File: src/rtl/kbd_scan_seq.sv
// kbd_scan_seq: turns the PS/2 scan-code byte stream into single key events.
// E0 marks an extended code and F0 marks a break; one event is emitted per
// complete sequence, together with live pressed flags for the game keys.
//
// Handshake: din is sampled only in a cycle where din_new = 1. There is no
// back-pressure, so a byte may arrive on every cycle. key_valid and seq_err
// are one-cycle strobes, registered one cycle after the din_new that caused
// them. key_code, key_make and key_repeat hold their values between events.
module kbd_scan_seq #(
  parameter int TIMEOUT_CYC = 2500000
) (
  input  logic       clk,
  input  logic       resetN,
  input  logic [7:0] din,
  input  logic       din_new,
  input  logic       flush,
  output logic       key_valid,
  output logic [8:0] key_code,
  output logic       key_make,
  output logic       key_repeat,
  output logic       seq_err,
  output logic       up_p,
  output logic       down_p,
  output logic       left_p,
  output logic       right_p,
  output logic       space_p,
  output logic       enter_p,
  output logic       esc_p,
  output logic [1:0] o_dbg_state
);

  typedef enum logic [1:0] {
    S_IDLE    = 2'd0,
    S_EXT     = 2'd1,
    S_BRK     = 2'd2,
    S_EXT_BRK = 2'd3
  } state_t;

  // Last counter value still inside the window; a byte landing on it is accepted.
  localparam logic [21:0] C_LAST = 22'(TIMEOUT_CYC - 1);

  // Pressed-flag bit order.
  localparam int K_UP    = 0;
  localparam int K_DOWN  = 1;
  localparam int K_LEFT  = 2;
  localparam int K_RIGHT = 3;
  localparam int K_SPACE = 4;
  localparam int K_ENTER = 5;
  localparam int K_ESC   = 6;

  state_t      r_state;
  logic [21:0] r_cnt;
  logic [6:0]  r_pressed;
  logic        r_key_valid;
  logic [8:0]  r_key_code;
  logic        r_key_make;
  logic        r_key_repeat;
  logic        r_seq_err;

  state_t      w_next_state;
  logic        w_junk;
  logic        w_ev;
  logic        w_ev_ext;
  logic        w_ev_make;
  logic        w_err;
  logic        w_timeout;
  logic [6:0]  w_hit;
  logic        w_repeat;

  // Bytes that never form part of a key code: ignored in IDLE, errors inside a prefix.
  always_comb begin
    w_junk = (din == 8'h00) || (din == 8'hAA) || (din == 8'hE1) ||
             (din == 8'hFA) || (din == 8'hFE) || (din == 8'hFF);
  end

  // Next-state and event decode; only a din_new cycle moves the sequence, otherwise the timeout is checked.
  always_comb begin
    w_next_state = r_state;
    w_ev         = 1'b0;
    w_ev_ext     = 1'b0;
    w_ev_make    = 1'b0;
    w_err        = 1'b0;
    w_timeout    = 1'b0;
    if (din_new) begin
      case (r_state)
        S_IDLE: begin
          if (din == 8'hE0) begin
            w_next_state = S_EXT;
          end else if (din == 8'hF0) begin
            w_next_state = S_BRK;
          end else if (!w_junk) begin
            w_ev      = 1'b1;
            w_ev_make = 1'b1;
          end
        end
        S_EXT: begin
          if (din == 8'hE0) begin
            w_err        = 1'b1;
            w_next_state = S_EXT;
          end else if (din == 8'hF0) begin
            w_next_state = S_EXT_BRK;
          end else if (w_junk) begin
            w_err        = 1'b1;
            w_next_state = S_IDLE;
          end else begin
            w_ev         = 1'b1;
            w_ev_ext     = 1'b1;
            w_ev_make    = 1'b1;
            w_next_state = S_IDLE;
          end
        end
        S_BRK, S_EXT_BRK: begin
          if (din == 8'hE0) begin
            w_err        = 1'b1;
            w_next_state = S_EXT;
          end else if ((din == 8'hF0) || w_junk) begin
            w_err        = 1'b1;
            w_next_state = S_IDLE;
          end else begin
            w_ev         = 1'b1;
            w_ev_ext     = (r_state == S_EXT_BRK);
            w_next_state = S_IDLE;
          end
        end
        default: w_next_state = S_IDLE;
      endcase
    end else if ((r_state != S_IDLE) && (r_cnt == C_LAST)) begin
      w_timeout    = 1'b1;
      w_err        = 1'b1;
      w_next_state = S_IDLE;
    end
  end

  // Map the event's {ext, code} to a one-hot tracked-key vector (all zero for other keys).
  always_comb begin
    w_hit = 7'b0;
    case ({w_ev_ext, din})
      9'h175:  w_hit[K_UP]    = 1'b1;
      9'h172:  w_hit[K_DOWN]  = 1'b1;
      9'h16B:  w_hit[K_LEFT]  = 1'b1;
      9'h174:  w_hit[K_RIGHT] = 1'b1;
      9'h029:  w_hit[K_SPACE] = 1'b1;
      9'h05A:  w_hit[K_ENTER] = 1'b1;
      9'h076:  w_hit[K_ESC]   = 1'b1;
      default: w_hit = 7'b0;
    endcase
    w_repeat = w_ev_make && ((w_hit & r_pressed) != 7'b0);
  end

  // Sequence state and timeout counter; flush forces a clean idle, the counter only runs inside a prefix.
  always_ff @(posedge clk or negedge resetN) begin
    if (!resetN) begin
      r_state <= S_IDLE;
      r_cnt   <= 22'd0;
    end else if (flush) begin
      r_state <= S_IDLE;
      r_cnt   <= 22'd0;
    end else begin
      r_state <= w_next_state;
      if (din_new || (r_state == S_IDLE) || w_timeout) begin
        r_cnt <= 22'd0;
      end else begin
        r_cnt <= r_cnt + 22'd1;
      end
    end
  end

  // Event outputs and pressed flags, registered one cycle after the final byte.
  always_ff @(posedge clk or negedge resetN) begin
    if (!resetN) begin
      r_key_valid  <= 1'b0;
      r_key_code   <= 9'h000;
      r_key_make   <= 1'b0;
      r_key_repeat <= 1'b0;
      r_seq_err    <= 1'b0;
      r_pressed    <= 7'b0;
    end else if (flush) begin
      r_key_valid <= 1'b0;
      r_seq_err   <= 1'b0;
      r_pressed   <= 7'b0;
    end else begin
      r_key_valid <= w_ev;
      r_seq_err   <= w_err;
      if (w_ev) begin
        r_key_code   <= {w_ev_ext, din};
        r_key_make   <= w_ev_make;
        r_key_repeat <= w_repeat;
        if (w_ev_make) begin
          r_pressed <= r_pressed | w_hit;
        end else begin
          r_pressed <= r_pressed & ~w_hit;
        end
      end
    end
  end

  assign key_valid   = r_key_valid;
  assign key_code    = r_key_code;
  assign key_make    = r_key_make;
  assign key_repeat  = r_key_repeat;
  assign seq_err     = r_seq_err;
  assign up_p        = r_pressed[K_UP];
  assign down_p      = r_pressed[K_DOWN];
  assign left_p      = r_pressed[K_LEFT];
  assign right_p     = r_pressed[K_RIGHT];
  assign space_p     = r_pressed[K_SPACE];
  assign enter_p     = r_pressed[K_ENTER];
  assign esc_p       = r_pressed[K_ESC];
  assign o_dbg_state = r_state;

endmodule
File: config.mk
export PLATFORM = sky130hd
export DESIGN_NAME = kbd_scan_seq
export DESIGN_NICKNAME = d
export VERILOG_FILES = /design/src/rtl/kbd_scan_seq.sv
export SDC_FILE = /design/constraint.sdc
export NUM_CORES = 1
export LEC_CHECK = 0
export ABC_AREA = 1
export CORE_ASPECT_RATIO = 1.2
export CORE_MARGIN = 5
export CORE_UTILIZATION = 49
export CTS_BUF_LIST = sky130_fd_sc_hd__clkbuf_8 sky130_fd_sc_hd__clkbuf_16
export DETAILED_ROUTE_END_ITERATION = 10
export PLACE_DENSITY = 0.74
export SLEW_MARGIN = 20
export SYNTH_ARGS = -nofsm -noshare
export SYNTH_HDL_FRONTEND = slang
export SYNTH_SLANG_ARGS = --single-unit
File: constraint.sdc
create_clock -name clk -period 1.6 [get_ports clk]
set_input_delay 0.24 -clock clk [delete_from_list [all_inputs] [get_ports clk]]
set_output_delay 0.24 -clock clk [all_outputs]
set_load 0.03 [all_outputs]
# Yosys cells after proc, flatten, opt, wreduce, memory -nomap -nowiden

Index checks and enable logic that the tools add are counted.
W data, S select, Z words.

Flip-flop bits (word level): 44
Output and inout port bits: 22
Word-level logic and storage cells: 98

Add/subtract/negate cells: 1
Eq/ne operators: 19
Multiplexer cells: 45
Bitwise gates (word level): 5
Reductions and logical operators: 20

Operator list:

| operator                | number |
|---|---|
| $eq A8 B8 Y1 const B    | 7 |
| $mux W22                | 2 |
| $eq A9 B9 Y1 const B    | 4 |
| $mux W1                 | 29 |
| $add A22 B1 Y22 const B | 1 |
| $eq A22 B22 Y1 const B  | 1 |
| $mux W7                 | 3 |
| $eq A9 B7 Y1 const B    | 2 |
| $and A7 B7 Y7           | 2 |
| $mux W2                 | 7 |
| $eq A9 B6 Y1 const B    | 1 |
| $logic_not A8 Y1        | 1 |
| $logic_or A1 B1 Y1      | 8 |
| $not A7 Y7              | 1 |
| $or A7 B7 Y7            | 1 |
| $reduce_bool A7 Y1      | 1 |
| $pmux W1 S2             | 3 |
| $pmux W2 S3             | 1 |
| $ne A5 B5 Y1 const B    | 1 |
| $eq A2 B2 Y1 const B    | 2 |
| $reduce_and A2 Y1       | 2 |
| $reduce_bool A2 Y1      | 2 |
| $reduce_or A2 Y1        | 2 |
| $reduce_bool A3 Y1      | 1 |
| other kinds (4)         | 5 |

# Longest topological paths before layout

Word-level depth: 18
Gate-level depth with buffers: 13

# Worst setup path before layout

Ideal clock, no wire load.

Path type: register -> register
From: reg r_state[1] (netlist: o_dbg_state[1])
To: reg r_cnt[8]
Library setup time: 123 ps
Arrival: 1585 ps
Required time: 1477 ps
Path slack: -108 ps
Stages on the path, launching flop included: 9
Clock period less this slack: 1708 ps
Cell sequence: dfrtp_1 -> nor2_1 -> inv_1 -> nand3_1 -> nor4_2 -> a21oi_2 -> nand3_2 -> buf_2 -> nor3_1

Longest elaborated chain between the ends: 7
Elaborated cells between the ends (all ways): 9
Those cells by class: mux: 4; reduce/logical: 5

RTL lines:

| element                | RTL line | RTL |
|---|---|---|
| start, declared        | 51       | `state_t r_state;` |
| start signal, assigned | 159      | `r_state <= w_next_state;` |
| $reduce_bool A2 Y1     | 127      | `end else if ((r_state != S_IDLE) && (r_cnt == C_LAST)) begin` |
| $logic_and A1 B1 Y1    | 127      |  |
| $mux W1                | 127      |  |
| $mux W1                | 84       | `if (din_new) begin` |
| $logic_or A1 B1 Y1 (*) | 160      | `if (din_new \|\| (r_state == S_IDLE) \|\| w_timeout) begin` |
| $mux W22 (*)           | 160      |  |
| $mux W22 (*)           | 155      | `end else if (flush) begin` |
| end signal, assigned   | 163      | `r_cnt <= r_cnt + 22'd1;` |
| end, declared          | 52       | `logic [21:0] r_cnt;` |

Mark *: on every way between the ends. The rest lies on a longest branch, timed or not.
A chain may end at the register's enable or synchronous reset.

# Worst setup path after layout

From: reg r_cnt[0]
To: reg r_cnt[12]

Longest elaborated chain between the ends: 7
Elaborated cells between the ends (all ways): 8
Those cells by class: add/sub: 1; eq/ne: 1; mux: 4; reduce/logical: 2

RTL lines:

| element                                                                 | RTL line |
|---|---|
| parallel branches: the longest is 5 deep, another holds $add A22 B1 Y22 | - |
| $mux W22 (*)                                                            | 160 |
| $mux W22 (*)                                                            | 155 |

Mark *: on every way between the ends.

==> results.md <==
- Share of layout cells above drive strength 1: 0.344
- Max cap viols: 0
- Commonest non-fill, non-tap cells in the layout: buf_4, nand2_1, dfrtp_1, inv_1, nor2_1
- Worst Clk Skew: between 0.01 and 0.015 ns
- Root Driver: clkbuf_8
- H-Tree Level Count: 2
- Placement Cell Area: around 0.0033 mm^2
- Grt ovf: 0
- Via count: 2525
- Final setup violation count: 22
- Synth warn: 0
- Vias/cell: roughly 5.3
- Fin. Hold Viols: 0
- Status: complete, but fails checks
- Tightest Pin Transition: 0.369 ns
- Crit-path max FO: 3
- Pwr dens: 646 mW/mm^2
- Initial detailed-routing violation count: around 150
- Setup crit end kind: flip-flop
- Drt wl/cell: roughly 15 um
- GRT Total Usage: 0.225
- Hold WS: 0.367 ns
- Vias in the first global route: 2621
- Clk sinks: 44
- CTS Buffer Depth: 2
- Top post-synthesis cells by area: dfrtp_1, nand2_1, inv_1
- Initial antenna violation count: 0
- Sequential-to-total area share from yosys stat: 0.459
- # diodes: 0
- CTS clk-pin slew, worst paths: 0.09 ns
- CP Launch Type: flip-flop
- Synth unique cells: 34
- Worst-Skew Late Latency: ~0.3 ns
- Initial Util: 0.496
- Largest net degree at the start of global routing: 35
- Peak VDD IR: 0.578 mV
- Worst EP required: about 1.8 ns
- Most common cell after layout, fill and taps aside: buf_4
- Nets: between 400 and 500
- Syn Area/Cell: 7.81 um^2
- Fmax: just under 600 MHz
- Arrival @ worst endpoint: 1.92 ns
- CTS buffer count: 5
- DP HPWL: 4720 um
- Max Slew Vio Count: 0
- Drt first pass iters: 4
- Width of the die: 73.9 um
- Min-delay worst type: input port to async pin
- Die area: 0.00640 mm^2
- Final antenna-violating net count: 0
- Synth Register Bits: 44
- RSZ-0062 raised after global routing: yes
- Leakage: 1.82 nW
- Tmin final: 1.73 ns
- First-pass GRT wire length: 11300 um
- Placer congestion estimate: 0.934
- Rel. slew slack: 0.752
- Total Wirelength: 6970 um
- CP Class: flip-flop to flip-flop
- Mapped Cells: 307
- Row count: 28
- Failing checks: negative setup slack
- Top-area cell type share of the netlist area: 0.459
- DR DRC count: 0
- Period utilization: 1.08
- IO Pins: 34
- Setup WS post-layout: -0.130 ns
- Mapped cell area: 0.00240 mm^2
- Syn nets: 320
- Final Cell Area: 0.00367 mm^2
- Die H: 86.6 um
- CTS tree: yes
- Core footprint: 0.00483 mm^2
- Biggest area consumer among synthesized cells: dfrtp_1
- IO buf count: 33
- Area delta synth->final: 52.9%
cells by family after synthesis:
group                      after synthesis  share of synthesized area
adders and majority gates                1                    0.00522
and+or+nand+nor                        175                      0.359
buffers and inverters                   48                     0.0777
AOI/OAI and AO/OA                       35                     0.0819
muxes                                    1                    0.00626
DFF                                     44                      0.459
xor gates and xnor gates                 3                     0.0110
area by class of cell:
cell class	instances	area (um^2)
multi-input combinational	215	1290
clock inverter	3	38.8
inverter	42	158
sequential	44	1100
tap	60	75.1
timing repair buffer	107	935
fill	348	1170
clock buffer	5	68.8
metal layers:
metal	share of wire	up-vias	track usage
met5	0	-	0
met4	0.029	0	0.0890
met3	0.041	21	0.0441
met2	0.53	66	0.395
met1	0.40	1213	0.263
li1	-	1225	-
synthesized netlist by cell type, drive strengths merged:
library cell  instances
nand2                70
dfrtp                44
inv                  42
nor2                 42
nand3                27
o21ai                19
nor3                 15
a21oi                 9
nand4                 7
nor4                  5
and3                  4
nor3b                 4
a211oi                3
buf                   3
clkbuf                3
xnor2                 2
a31oi                 1
ha                    1
mux2                  1
nand3b                1
o2111ai               1
o211ai                1
o31ai                 1
xor2                  1
registers in the layout, summed over array words and instances, names as in the netlist:
signal / cells
key_code: 9
key_make: 1
key_repeat: 1
key_valid: 1
o_dbg_state: 2
r_cnt: 22
r_pressed: 7
seq_err: 1
stage by stage:
step | setup WS (ns) | cells | util | total power (W) | TNS [ns]
after global routing | -0.261 | 476 | 0.759 | 0.00249 | -4.27
final | -0.130 | 476 | 0.759 | 0.00237 | -1.30
after CTS | -0.127 | 472 | 0.717 | 0.00238 | -0.336
after global placement | -0.375 | 453 | 0.674 | 0.00153 | -6.75
after detailed placement | -0.442 | 453 | 0.674 | 0.00154 | -8.04
after floorplan | 0.000348 | 307 | - | 0.00134 | 0
path summary, 6_finish.rpt:
kind	end	from	slack [ns]	cells past startpoint
hold reg to reg	key_code[2]	key_code[2]	0.48	2
setup reg to reg	r_cnt[12]	r_cnt[0]	-0.13	12
min in group clk	key_code[2]	key_code[2]	0.48	2
setup / recovery	r_cnt[12]	r_cnt[0]	-0.13	12
hold / removal	key_valid	resetN	0.37	2
max in group asynchronous	o_dbg_state[1]	resetN	0.76	3
where the power goes:
part | internal (W) | switching, W
sequential | 0.00114 | 0.0000154
combinational | 0.000153 | 0.000215
clock | 0.000457 | 0.000386
total | 0.00175 | 0.000616
critical path: stages, from the launching register on:
cell and delay (ns):
dfrtp_1 0.40, ha_4 0.17, nand3_4 0.09, nor2_4 0.11, inv_2 0.07, nor2_4 0.09
nand2_2 0.08, nor2_4 0.12, nand3_4 0.10, buf_4 0.15, buf_6 0.10, nand4_1 0.09
a21oi_1 0.06
timing repair:
action                                  in CTS  in global routing
gates cloned                                 1                  1
pin swaps                                   16                 12
gates resized for setup                     34                 41
hold buffers                                 1                  0
hold endpoints to repair                    10                  0
endpoints found under the setup margin      38                 31
setup buffers                               10                  3
Power figures use the tool's default switching activity.
